[src/rtl/mux_chk_pkg.sv]
// Shared types and default constants for the mux checker/monitor.
package mux_chk_pkg;

    // FSM encoding is visible on the state port, so the values are fixed.
    typedef enum logic [1:0] {
        IDLE  = 2'd0,
        CHECK = 2'd1,
        FAIL  = 2'd2
    } state_t;

    localparam int DEF_W     = 8;
    localparam int DEF_N     = 4;
    localparam int DEF_CNT_W = 8;

    // Select width: max(1, clog2(n)).
    function automatic int sel_width(input int n);
        return (n > 2) ? $clog2(n) : 1;
    endfunction

endpackage

[src/rtl/mux_chk_ref.sv]
// Combinational N:1 reference mux with out-of-range select detection.
module mux_chk_ref
    import mux_chk_pkg::*;
#(
    parameter  int W  = DEF_W,
    parameter  int N  = DEF_N,
    localparam int SW = sel_width(N)
) (
    input  logic [N*W-1:0] din,
    input  logic [SW-1:0]  sel,
    output logic [W-1:0]   exp_val,
    output logic           oob
);

    localparam int unsigned NU = N;

    assign oob = (32'(sel) >= NU);

    // Pick the selected channel; an out-of-range select yields zero.
    always_comb begin
        exp_val = '0;
        for (int unsigned k = 0; k < NU; k++) begin
            if (32'(sel) == k) begin
                exp_val = din[k*W +: W];
            end
        end
    end

endmodule

[src/rtl/mux_chk_mon.sv]
// Mux checker/monitor: compares an observed mux output against a reference
// selection, flags per-sample errors, counts them, captures the first one and
// tracks an IDLE/CHECK/FAIL state machine.
// Optional build macro: MUX_CHK_MON_ASSERT_EN (error messages and a
// counter-monotonicity property); port behaviour is identical either way.
module mux_chk_mon
    import mux_chk_pkg::*;
#(
    parameter  int W     = DEF_W,
    parameter  int N     = DEF_N,
    parameter  int CNT_W = DEF_CNT_W,
    localparam int SW    = sel_width(N)
) (
    input  logic             clk,
    input  logic             rst_n,
    input  logic             in_valid,
    input  logic [N*W-1:0]   din,
    input  logic [SW-1:0]    sel,
    input  logic [W-1:0]     y,
    input  logic             clr,
    output logic             err,
    output logic             err_sticky,
    output logic [CNT_W-1:0] err_cnt,
    output logic             sel_oob,
    output logic [SW-1:0]    first_sel,
    output logic [W-1:0]     first_exp,
    output logic [W-1:0]     first_got,
    output logic [1:0]       state
);

    logic [W-1:0]     exp_val;
    logic             oob;
    logic             sample_err;

    state_t           state_q;
    logic             err_q;
    logic             oob_q;
    logic [CNT_W-1:0] cnt_q;
    logic [SW-1:0]    fsel_q;
    logic [W-1:0]     fexp_q;
    logic [W-1:0]     fgot_q;

    mux_chk_ref #(
        .W (W),
        .N (N)
    ) u_ref (
        .din     (din),
        .sel     (sel),
        .exp_val (exp_val),
        .oob     (oob)
    );

    assign sample_err = in_valid && (oob || (y != exp_val));

    // Checker state: per-sample flags, saturating count, first-error capture
    // and FSM. clr wins over a coincident sample, which is dropped.
    always_ff @(posedge clk or negedge rst_n) begin
        if (!rst_n) begin
            state_q <= IDLE;
            err_q   <= 1'b0;
            oob_q   <= 1'b0;
            cnt_q   <= '0;
            fsel_q  <= '0;
            fexp_q  <= '0;
            fgot_q  <= '0;
        end else if (clr) begin
            state_q <= IDLE;
            err_q   <= 1'b0;
            oob_q   <= 1'b0;
            cnt_q   <= '0;
            fsel_q  <= '0;
            fexp_q  <= '0;
            fgot_q  <= '0;
        end else begin
            err_q <= sample_err;
            oob_q <= in_valid && oob;

            if (sample_err && (cnt_q != '1)) begin
                cnt_q <= cnt_q + CNT_W'(1);
            end

            // Sticky flag is derived from FAIL, so "not yet in FAIL" is the
            // first-error condition.
            if (sample_err && (state_q != FAIL)) begin
                fsel_q <= sel;
                fexp_q <= exp_val;
                fgot_q <= y;
            end

            case (state_q)
                IDLE: begin
                    if (in_valid) begin
                        state_q <= sample_err ? FAIL : CHECK;
                    end
                end
                CHECK: begin
                    if (sample_err) begin
                        state_q <= FAIL;
                    end
                end
                FAIL: begin
                    state_q <= FAIL;
                end
                default: begin
                    state_q <= IDLE;
                end
            endcase
        end
    end

    assign err        = err_q;
    assign err_sticky = (state_q == FAIL);
    assign err_cnt    = cnt_q;
    assign sel_oob    = oob_q;
    assign first_sel  = fsel_q;
    assign first_exp  = fexp_q;
    assign first_got  = fgot_q;
    assign state      = state_q;

`ifdef MUX_CHK_MON_ASSERT_EN
    // Report every sample error that is actually recorded.
    always @(posedge clk) begin
        if (rst_n && !clr && sample_err) begin
            $error("mux_chk_mon: sample error sel=%0d expected=%h y=%h", sel, exp_val, y);
        end
    end

    // The error counter only ever moves down through clr or reset.
    a_cnt_monotonic: assert property (
        @(posedge clk) disable iff (!rst_n)
        ($past(rst_n) && !$past(clr)) |-> (cnt_q >= $past(cnt_q))
    ) else $error("mux_chk_mon: err_cnt decreased without clr or reset");
`endif

endmodule
[config.mk]
export PLATFORM = sky130hd
export DESIGN_NAME = mux_chk_mon
export DESIGN_NICKNAME = d
export VERILOG_FILES = /design/src/rtl/mux_chk_pkg.sv /design/src/rtl/mux_chk_ref.sv /design/src/rtl/mux_chk_mon.sv
export SDC_FILE = /design/constraint.sdc
export NUM_CORES = 1
export LEC_CHECK = 0
export CORE_ASPECT_RATIO = 2
export CORE_MARGIN = 4
export CORE_UTILIZATION = 45
export CTS_CLUSTER_SIZE = 24
export DETAILED_ROUTE_END_ITERATION = 10
export DONT_BUFFER_PORTS = 1
export HOLD_SLACK_MARGIN = 0.08
export PLACE_DENSITY_LB_ADDON = 0.25
export SKIP_CTS_REPAIR_TIMING = 1
export SKIP_LAST_GASP = 1
export SLEW_MARGIN = 0
export SYNTH_ARGS = -nofsm -noshare
export SYNTH_HDL_FRONTEND = slang
export SYNTH_SLANG_ARGS = --single-unit
[constraint.sdc]
create_clock -name clk -period 1.85 [get_ports clk]
set_input_delay 0.555 -clock clk [delete_from_list [all_inputs] [get_ports clk]]
set_output_delay 0.555 -clock clk [all_outputs]
set_load 0.02 [all_outputs]
=== Word-level counts from Yosys, hierarchy flattened ===
Cells that the tools add are included.

* Memories kept: 0
* Input port bits: 46
* Memory bits (writable): 0
* Output and inout bits: 31
* Bits in read-only memories: 0
* Latch bits: 0
* Logic and storage cells: 43
* Register bits after elaboration: 29

* Bitwise gates (word level): 0
* Add/subtract/negate cells: 1
* Muxes and demuxes: 18
* Shifts and indexed selects: 0
* Multiply operators: 0
* Equal/unequal tests: 10
* $lt $le $gt $ge: 0
* Div/mod/pow operators: 0
* Reduce and logical (&&, ||, !) cells: 8

{| class="wikitable"
|+ Operators with widths
! kind !! count
|-
| $mux W8 || 10
|-
| $mux W2 || 6
|-
| $add A8 B1 Y8 const B || 1
|-
| $ne A8 B8 Y1 || 1
|-
| $ne A8 B8 Y1 const B || 1
|-
| $eq A2 B2 Y1 const B || 3
|-
| $ne A3 B3 Y1 const B || 2
|-
| $pmux W2 S3 || 1
|-
| $eq A2 B1 Y1 const B || 2
|-
| $logic_not A2 Y1 || 2
|-
| $reduce_bool A2 Y1 || 2
|-
| $logic_and A1 B1 Y1 || 3
|-
| $ne A2 B2 Y1 const B || 1
|-
| $reduce_and A2 Y1 || 1
|-
| $mux W1 || 1
|}

=== Longest topological paths before layout ===
* Depth after elaboration: 11
* Depth in mapped cells: 9
* Mapped depth without buffers: 6

=== By module ===
Synthesis repeated with hierarchy kept, for this count alone.

* Cells, all modules: 158
* Area, all modules: 1759.2 um^2

{| class="wikitable"
|+ Modules (own cells, without submodules)
! module !! instances !! seq. area each (um^2) !! cells an instance !! area each (um^2)
|-
| mux_chk_mon || 1 || 750.7 || 146 || 1551.5
|-
| mux_chk_ref || 1 || 0.0 || 12 || 207.7
|}

=== Worst setup path after synthesis ===
OpenSTA, ideal clock, no wires.

* Path type: input port to flip-flop
* Start point: in sel[0]
* End point: reg cnt_q[5] (netlist: err_cnt[5])
* Cell stages on the path: 8
* Path slack: -0.594 ns
* Setup time: 0.125 ns
* Data arrival time: 2.319 ns
* Buffers on the path: 2
* Required time: 1.725 ns
* Cell sequence: buf_6 > mux4_2 > xnor2_1 > nand4_2 > nor2_2 > buf_6 > nor4_1 > mux2_4

* Word-level cells in the longest chain between the ends: 9
* Elaborated cells between the ends (all ways): 12
* Those cells by class: 4 x eq/ne; 4 x mux; 4 x reduce/logical

{| class="wikitable"
|+ RTL lines
! element !! RTL line !! RTL
|-
| start: declaration || mux_chk_mon.sv:18 || <nowiki>input logic [SW-1:0] sel,</nowiki>
|-
| $logic_not A2 Y1 || mux_chk_ref.sv:23 || <nowiki>if (32'(sel) == k) begin</nowiki>
|-
| $mux W8 (3 in series) || mux_chk_ref.sv:23 ||
|-
| $mux W8 * || mux_chk_ref.sv:23 ||
|-
| $ne A8 B8 Y1 * || mux_chk_mon.sv:53 || <nowiki>assign sample_err = in_valid && (oob || (y != exp_val));</nowiki>
|-
| $logic_and A1 B1 Y1 * || mux_chk_mon.sv:53 ||
|-
| $logic_and A1 B1 Y1 * || mux_chk_mon.sv:78 || <nowiki>if (sample_err && (cnt_q != '1)) begin</nowiki>
|-
| $reduce_bool A2 Y1 (no source line) * || -- ||
|-
| end signal: assignment || mux_chk_mon.sv:79 || <nowiki>cnt_q <= cnt_q + CNT_W'(1);</nowiki>
|-
| end: declaration || mux_chk_mon.sv:38 || <nowiki>logic [CNT_W-1:0] cnt_q;</nowiki>
|}

Every way passes the cells marked *; elsewhere a longest branch is shown, timed or not.
A chain may end at the register's enable or synchronous reset.

=== Final worst setup path ===
* Start point: in sel[0]
* End point: reg fgot_q[6] (netlist: first_got[6])

* Word-level cells in the longest chain between the ends: 9
* Elaborated cells between the ends (all ways): 12
* Those cells by class: 4 x eq/ne; 4 x mux; 4 x reduce/logical

{| class="wikitable"
|+ RTL lines
! element !! RTL line !! RTL
|-
| $logic_not A2 Y1 || mux_chk_ref.sv:23 ||
|-
| $mux W8 (3 in series) || mux_chk_ref.sv:23 ||
|-
| $mux W8 * || mux_chk_ref.sv:23 ||
|-
| $ne A8 B8 Y1 * || mux_chk_mon.sv:53 ||
|-
| $logic_and A1 B1 Y1 * || mux_chk_mon.sv:53 ||
|-
| $logic_and A1 B1 Y1 * || mux_chk_mon.sv:84 || <nowiki>if (sample_err && (state_q != FAIL)) begin</nowiki>
|-
| $reduce_bool A2 Y1 (no source line) * || -- ||
|-
| end signal: assignment || mux_chk_mon.sv:87 || <nowiki>fgot_q <= y;</nowiki>
|-
| end: declaration || mux_chk_mon.sv:41 || <nowiki>logic [W-1:0] fgot_q;</nowiki>
|}

Marked as above.

==> flow_metrics.tcl <==
set metrics [dict create \
    status "finished, violations left" \
    violations "negative setup slack" \
    fin_worst_skew_ns 0.009791 \
    leakagePower_nw 0.9978 \
    reg2reg_to "err_cnt[0]$_DFFE_PN0P_" \
    hold_ws_ns 0.08807 \
    ir_worst_vdd_v 0.0006776 \
    path_max_fanout 9 \
    syn_inst 156 \
    met3WireLength_um 416 \
    num_antenna_cells 0 \
    yosys_warnings 0 \
    worstMarginPinSlew_ns 0.8058 \
    yosys_register_bits 29 \
    antenna_found_initial 0 \
    yosysUniqueCellTypes 34 \
    fin_ws_ns -0.2156 \
    nFillCells 312 \
    grt_pass1_vias 1476 \
    wl_met1_mm 1.387 \
    drc 0 \
    dr_total_vias 1310 \
    dieArea_um2 5009 \
    vias_per_cell 5.822 \
    synth_flop_cell "dfrtp_1" \
    worstSetupStartpointType "input pin" \
    crit_path_max_incr_delay_ns 0.52 \
    grt_max_degree 31 \
    area_growth_pct 24.32 \
    arrival_ns 2.23 \
    hpwl_mm 3.450 \
    period_share_pct 111.7 \
    slew_violations 0 \
    syn-cell-area_um2 1749 \
    cts.sinks 29 \
    die_x_um 52.09 \
    drv_cap 0 \
    track_usage_pct 18.67 \
    p_sw_mw 0.5378 \
    p_comb_share_pct 24.3 \
    power.density_nw_per_um2 821.8 \
    syn_area_per_cell_um2 11.21 \
    crit_chain "mux4_2 -> xnor2_2 -> nand4_2 -> buf_4 -> o21ai_4 -> clkbuf_16 -> mux2i_1 -> nor2_1" \
    setup_violations 29 \
    gp_congestion 0.8332 \
    hold_violations 0 \
    drt_iter0_drc 22 \
    post-route-util_pct 59.02 \
    drt-pass1-iter-count 4 \
    cts_buffers 5 \
    dr.max_layer_used "met4" \
    reg2reg_from "err_cnt[2]$_DFFE_PN0P_" \
    p_total_mw 1.787 \
    intPower_mw 1.249 \
    post_drt_wl_per_cell_um 20.44 \
    fin_nets 226 \
    cts.path.max_buffers 2 \
    clock-root-buffer "clkbuf_8" \
    gr-total-overflow 0 \
    cts_tree "yes" \
    required_ns 2.02 \
    worstSetupEndpointType "register" \
    async_reset_ff_share_pct 100.0 \
    syn_nets 207 \
    wirelength_mm 4.598 \
    rsz0062_at_grt "yes" \
    row_count 31 \
    fin_crit_ns 2.066 \
    start_util_pct 47.47 \
    relSlewSlack_pct 46.08 \
    synth_edf_count 0 \
    path_clk_slew_ns 0.07 \
    coreArea_um2 3685 \
    io_pins 77 \
    sw_frac_of_total_pct 30.10 \
    io_buffers 0 \
    die_h_um 96.17 \
    hp-class "input pin to asynchronous set/reset pin" \
    wl_met2_mm 2.696 \
    pwr-share-clk_pct 32.3 \
    p_seq_share_pct 43.4 \
    clkLatencyLatePin_ns 0.28 \
    fmax_mhz 484.1 \
    seq_area_frac_synth_pct 41.49 \
    ant_nets 0 \
    critPathKind "input pin to register" \
    cpMaxStageDelayCell "mux4_2" \
    finalSetupTns_ns -4.416 \
    h-tree-depth 2 \
    grt_pass1_wl_mm 6.886 \
    reg2reg_slack_ns 0.03 \
    final_layout_size_suffix_gt1_share_pct 35.23 \
    r2r_cells 6 \
]
[critical path, delay by kind of cell]
family,cells,cell delay (ns)
AO/OA/AOI/OAI,1,0.20
XOR/XNOR,1,0.17
buffers and inverters,2,0.38
multiplexers,2,0.72
AND/OR/NAND/NOR,2,0.21
[placed cells by master, fill, tap and decap left out, drive strengths merged, types with 2 or more instances in the layout]
master / Yosys / routed
xnor2: 8 / 8
nor2b: 2 / 2
ha: 5 / 5
mux2i: 20 / 20
mux4: 8 / 8
nand4: 5 / 5
nor4: 2 / 2
nor2: 27 / 27
o41ai: 2 / 2
o31ai: 2 / 2
a21oi: 4 / 4
clkbuf: 4 / 8
mux2: 3 / 3
buf: 6 / 21
o21ai: 5 / 5
dfrtp: 29 / 29
nand3: 2 / 2
nand2: 8 / 8
or4: 4 / 4
inv: 4 / 4
[final cells by class]
type / instances / area, um^2 / share of cell area [%]
Clock buffer: 7 / 96.34 / 4.430
Clock inverter: 1 / 5.005 / 0.2301
Inverter: 4 / 15.01 / 0.6904
Multi-Input combinational cell: 113 / 1051 / 48.33
Sequential cell: 29 / 725.7 / 33.37
Tap cell: 49 / 61.31 / 2.819
Timing Repair Buffer: 22 / 220.2 / 10.13
[Yosys cell counts, types with 2 or more instances]
library cell	n	area [um^2]
nor2_1	26	97.59
mux2i_1	20	200.2
nand2_1	8	30.03
ha_1	5	62.56
nor2b_1	2	12.51
inv_1	4	15.01
mux2_4	2	30.03
dfrtp_1	29	725.7
nand4_2	2	25.02
a21oi_1	4	20.02
o21ai_0	3	15.01
o41ai_1	2	17.52
xnor2_1	8	70.07
nand3_1	2	10.01
nand4_1	3	18.77
nor4_1	2	12.51
o31ai_1	2	15.01
clkbuf_1	4	15.01
buf_6	3	33.78
or4_1	4	30.03
mux4_2	8	180.2
[sequential cells by signal, indices dropped and copies added, names as in the netlist]
name / count
state: 2
first_sel: 2
first_got: 8
err_cnt: 8
first_exp: 8
err: 1
[kinds of logic after synthesis]
kind of cell / Yosys count / synth area share (%)
AO/OA/AOI/OAI: 16 / 6.009
AND/OR/NAND/NOR: 52 / 15.09
flip-flops: 29 / 41.49
multiplexers: 31 / 24.11
XOR/XNOR: 8 / 4.006
other: 1 / 0.2144
buffers and inverters: 14 / 5.507
adder cells (fa/ha/maj): 5 / 3.577
[power by group through the flow]
| stage | registers [mW] | clock network [mW] | logic (mW) |
|---|---|---|---|
| global placement | 0.785 | 0 | 0.356 |
| floorplan | 0.793 | 0 | 0.305 |
| CTS | 0.776 | 0.602 | 0.374 |
| finish | 0.775 | 0.577 | 0.435 |
| global route | 0.780 | 0.623 | 0.472 |
| detailed placement | 0.788 | 0 | 0.372 |
[metal layers]
layer,vias to the layer above,GRT usage (%)
met4,0,10.50
met2,70,35.82
met3,9,6.047
met5,-,0
met1,640,15.76
li1,591,-
[per-stage QoR]
stage          worst slack, ns  instance area, um^2  cells
6_report               -0.2156                 2175    225
5_1_grt                -0.2790                 2175    225
4_1_cts                -0.2074                 2049    221
3_3_place_gp           -0.4554                 1948    213
3_5_place_dp           -0.5078                 1948    213
2_1_floorplan          -0.4597                 1817    156
[how the worst max path moves through the flow]
| stage | start | to | cells after the start |
|---|---|---|---|
| final | sel[0] | first_got[6]$_DFFE_PN0P_ | 8 |
| after floorplan | sel[0] | err_cnt[2]$_DFFE_PN0P_ | 8 |
| after global routing | sel[0] | first_got[2]$_DFFE_PN0P_ | 8 |
| after global placement | sel[0] | err_cnt[6]$_DFFE_PN0P_ | 7 |
| after CTS | sel[0] | first_got[5]$_DFFE_PN0P_ | 8 |
| after detailed placement | sel[0] | first_got[5]$_DFFE_PN0P_ | 8 |
Power figures use the tool's default switching activity.
